**config.mk**
```make
export PLATFORM = sky130hd
export DESIGN_NAME = parity_word
export DESIGN_NICKNAME = d
export VERILOG_FILES = /design/src/rtl/parity_pkg.sv /design/src/rtl/parity_word.sv
export SDC_FILE = /design/constraint.sdc
export NUM_CORES = 1
export LEC_CHECK = 0
export CORE_AREA = 10 10 47 49
export DETAILED_ROUTE_END_ITERATION = 8
export DIE_AREA = 0 0 57 59
export DONT_BUFFER_PORTS = 1
export GPL_TIMING_DRIVEN = 0
export SLEW_MARGIN = 5
export SYNTH_ARGS = -nofsm -noshare
export SYNTH_HDL_FRONTEND = slang
export SYNTH_SLANG_ARGS = --single-unit
```
**constraint.sdc**
```tcl
create_clock -name clk -period 1.4 [get_ports clk]
set_clock_uncertainty 0.1 [all_clocks]
set_input_delay 0.14 -clock clk [delete_from_list [all_inputs] [get_ports clk]]
set_output_delay 0.14 -clock clk [all_outputs]
set_load 0.005 [all_outputs]
```
**src/rtl/parity_pkg.sv**
```systemverilog
// Shared definitions for the parity checker family.
//   PAR_EVEN / PAR_ODD : encodings of the sel / mode bit
//   pfc_state_t        : frame FSM states (IDLE, ACCUM)
//   frame_verdict()    : maps (mode, XOR of all bits) to a pass/fail verdict
package parity_pkg;

    localparam logic PAR_EVEN = 1'b0;
    localparam logic PAR_ODD  = 1'b1;

    typedef enum logic {
        IDLE  = 1'b0,
        ACCUM = 1'b1
    } pfc_state_t;

    // acc is the XOR of every bit seen, i.e. 1 when the count of ones is odd.
    function automatic logic frame_verdict(input logic mode, input logic acc);
        return (mode == PAR_ODD) ? acc : ~acc;
    endfunction

endpackage

```
**src/rtl/parity_word.sv**
```systemverilog
// Registered single-word parity check.
//   clk, rst_n : clock, asynchronous active-low reset
//   bus        : data word (WIDTH bits)
//   sel        : 1 = odd parity, 0 = even parity
//   check      : registered result, sel ? ^bus : ~^bus
module parity_word
    import parity_pkg::*;
#(
    parameter int WIDTH = 32
) (
    input  logic             clk,
    input  logic             rst_n,
    input  logic [WIDTH-1:0] bus,
    input  logic             sel,
    output logic             check
);

    logic r_check;

    always_ff @(posedge clk or negedge rst_n) begin
        if (!rst_n) begin
            r_check <= 1'b0;
        end else begin
            r_check <= frame_verdict(sel, ^bus);
        end
    end

    assign check = r_check;

endmodule

```
== Word-level counts from Yosys, hierarchy flattened ==
Cells that the tools add are included.
Cells by class
  reductions and logical operators: 1
  muxes and demuxes: 1
  bitwise logic cells: 1
Operators with widths (count)
  $reduce_xor A32 Y1: 1
  $mux W1: 1
  $not A1 Y1: 1
Storage, ports and cells
  word-level logic and storage cells: 4
  output and inout port bits: 1
  input bits: 35
  flip-flop bits (word level): 1

== Logic depth before layout (Yosys ltp) ==
Gate-level depths: netlist of the first run.
  depth in word-level cells: 3
  mapped depth: 5
  mapped depth without buffers: 5

== Worst setup path before layout of the first run ==
No wires, ideal clock.
  kind: input to register
  start point: input port sel
  end point: register r_check (netlist: check)
  library setup time: 0.125 ns
  data required time: 1.175 ns
  buffers on the path: 0
  data arrival time: 1.108 ns
  setup slack: 0.067 ns
  stages: 5
  cells stage by stage: xnor2_1 > xnor2_1 > xnor2_1 > xnor3_1 > xnor2_1
On the way
  longest elaborated chain between the ends: 1
Ends and longest elaborated chain
  start: declaration: line parity_word.sv:14  | input logic sel,
  $mux W1: line parity_pkg.sv:17  | return (mode == PAR_ODD) ? acc : ~acc;
  end signal: assignment: line parity_word.sv:24  | r_check <= frame_verdict(sel, ^bus);
  end: declaration: line parity_word.sv:18  | logic r_check;
Every way passes these cells.

== Final worst setup path of the first run ==
  start point: input port bus[16]
  end point: register r_check (netlist: check)
On the way
  longest elaborated chain between the ends: 3
Ends and longest elaborated chain
  start: declaration: line parity_word.sv:13  | input logic [WIDTH-1:0] bus,
  $reduce_xor A32 Y1 (*): line parity_word.sv:24
  $not A1 Y1: line parity_pkg.sv:17
  $mux W1 (*): line parity_pkg.sv:17
Mark *: on every way between the ends. The rest lies on a longest branch, timed or not.

==> results of run 1 <==
-- final cells by class --
cell class | instances | share of cell area [%]
well taps | 16 | 5.46
multi-input cells | 31 | 85.0
repair buffers | 1 | 2.73
flip-flops and latches | 1 | 6.83
-- Yosys cell counts (all sizes together) --
| cell | instances | area share [%] |
|---|---|---|
| xnor2 | 28 | 79 |
| xor2 | 2 | 5.6 |
| dfrtp | 1 | 8.1 |
| xnor3 | 1 | 7.3 |
-- path summary, 6_finish.rpt --
| path | start | depth (start not counted) | end |
|---|---|---|---|
| max in group asynchronous | rst_n | 1 | check |
| hold / removal | rst_n | 1 | check |
| setup / recovery | bus[16] | 5 | check |
| min in group clk | check | 0 | check |
-- metal layers --
layer	track usage [%]	part of all wire, %	up-vias
met5	0	0	-
met3	3.65	27	0
met2	7.44	43	28
met1	3.58	30	88
li1	-	-	99
met4	0	0	0
-- kinds of logic after synthesis --
| logic type | count (synthesis) | share of synthesized area, % |
|---|---|---|
| xor+xnor | 31 | 91.9 |
| flops | 1 | 8.06 |
-- timing repair --
action	CTS	global route
resized for setup	2	1
hold buffers	1	0
cloned	0	0
endpoints found under the setup margin	1	1
hold endpoints to repair	1	0
pin swaps	3	4
-- report_power, final --
| part | leakage (nW) | total (mW) | switching [mW] | internal (mW) |
|---|---|---|---|---|
| registers | 0.0117 | 0.0580 | 0.00957 | 0.0485 |
| logic | 0.0989 | 0.272 | 0.0907 | 0.182 |
| clock network | 0 | 0 | 0 | 0 |
| total | 0.111 | 0.330 | 0.100 | 0.230 |
-- through the flow --
step	worst slack, ns	area (µm²)	cells	total power, mW
6_report	0.0164	367	49	0.330
2_1_floorplan	0.0670	310	32	0.304
5_1_grt	-0.0608	367	49	0.358
3_3_place_gp	-0.00574	330	48	0.326
3_5_place_dp	-0.00770	330	48	0.329
4_1_cts	0.00462	355	49	0.334
==> run_results.csv, run 1 <==
group,metric,value,unit
drt,wl_per_cell,15.2,µm
synthesis,synthCells,32,
place,gp_congestion,0.600,
drt,viasPerCell,4.39,
drt,drc,0,
cells_and_area,multiInputGateArea,312,µm²
drt,vias,215,
setup_path,slowest_stage,"xnor3_1",
grt,grt_use_total,4.11,%
cells_and_area,final_nets,70,
setup_path,crit_path_start_kind,"input pin",
timing,tightest_slew,0.184,ns
cells_and_area,largest_reg_flops,1,
timing,slew_headroom,87.7,%
synthesis,ys_ff_latch,1,
drt,drt_iter0_markers,0,
timing,rsz0062_at_grt,"yes",
cells_and_area,mostFrequentLayoutCell,"xnor2_1",
floorplanning,dieArea,0.00336,mm²
synthesis,netlist_area,310,µm²
floorplanning,fp.dieH,59,µm
timing,slew_violations,0,
timing,finalHoldViolCount,0,
floorplanning,core_region_area,0.00140,mm²
timing,post-route-period-util,98.8,%
timing,setup_viol,0,
status,status,"finished, final reports clean",
power,peakVddDrop,0.488,mV
place,port-buffer-count,0,
cells_and_area,final_cell_mix,"26 x xnor2_1, 2 x xor2_1",
synthesis,synth_cell_types,4,
grt,grt_pass1_vias,270,
cts,post_cts_buffers,0,
drt,postRouteAntennaNets,0,
setup_path,critPathMaxStageDelay,0.44,ns
power,power.leakage,0.111,nW
cells_and_area,register_area,25.0,µm²
synthesis,syn_nets,67,
grt,grt_overflow,0,
setup_path,criticalPathCategory,"in2reg",
grt,grt_pass1_wl,1190,µm
floorplanning,die_w,57,µm
grt,grt_max_degree,2,
setup_path,crit_path_end_kind,"flip-flop",
setup_path,critPathMostFrequentCell,"xnor2_1",
cells_and_area,diodes,0,
worst_hold_path,holdCritPathClass,"in2async",
setup_path,crit_chain,"xnor2_4 > xnor2_1 > xnor2_1 > xnor3_1 > xnor2_1",
cells_and_area,final_util,26.2,%
setup_path,critPathArrivalTime,1.16,ns
synthesis,synth.avg_cell_area,9.70,µm²
timing,fmax,723,MHz
cells_and_area,area_growth,18.1,%
timing,hold_ws,0.258,ns
flow_run,cap_violations,0,
timing,fin_crit,1.38,ns
setup_path,crit_family,"XOR/XNOR gates",
cts,clk_pin_slew,0,ns
setup_path,worstPathRequired,1.18,ns
setup_path,path_buf_inv,0,
grt,antenna_found_initial,0,
drt,wirelength,744,µm
drt,dr.pass1.iters,1,
floorplanning,boundaryPins,36,
timing,setup_tns,0,ns
floorplanning,start_util,22.1,%
cells_and_area,fillerInstances,155,
floorplanning,rows,14,
cells_and_area,layout-drive-gt1-share,6.06,%
power,pwr_density_cell,901,mW/mm²
synthesis,ys.warnings.count,0,
synthesis,synth_seq_area_share,8.06,%
setup_path,path_max_fanout,1,
No activity file was read; power rests on OpenSTA's default activity.
==> run 2: changes to the inputs <==
ABC_CLOCK_PERIOD_IN_PS = 1400   (was not set)
==> results of run 2 <==
The final DEF is identical to that of run 1; final timing and power are the same.
==> run 3: changes to the inputs <==
SLEW_MARGIN = 30   (was 5)
==> results of run 3 <==
The final DEF is identical to that of run 1; final timing and power are the same.
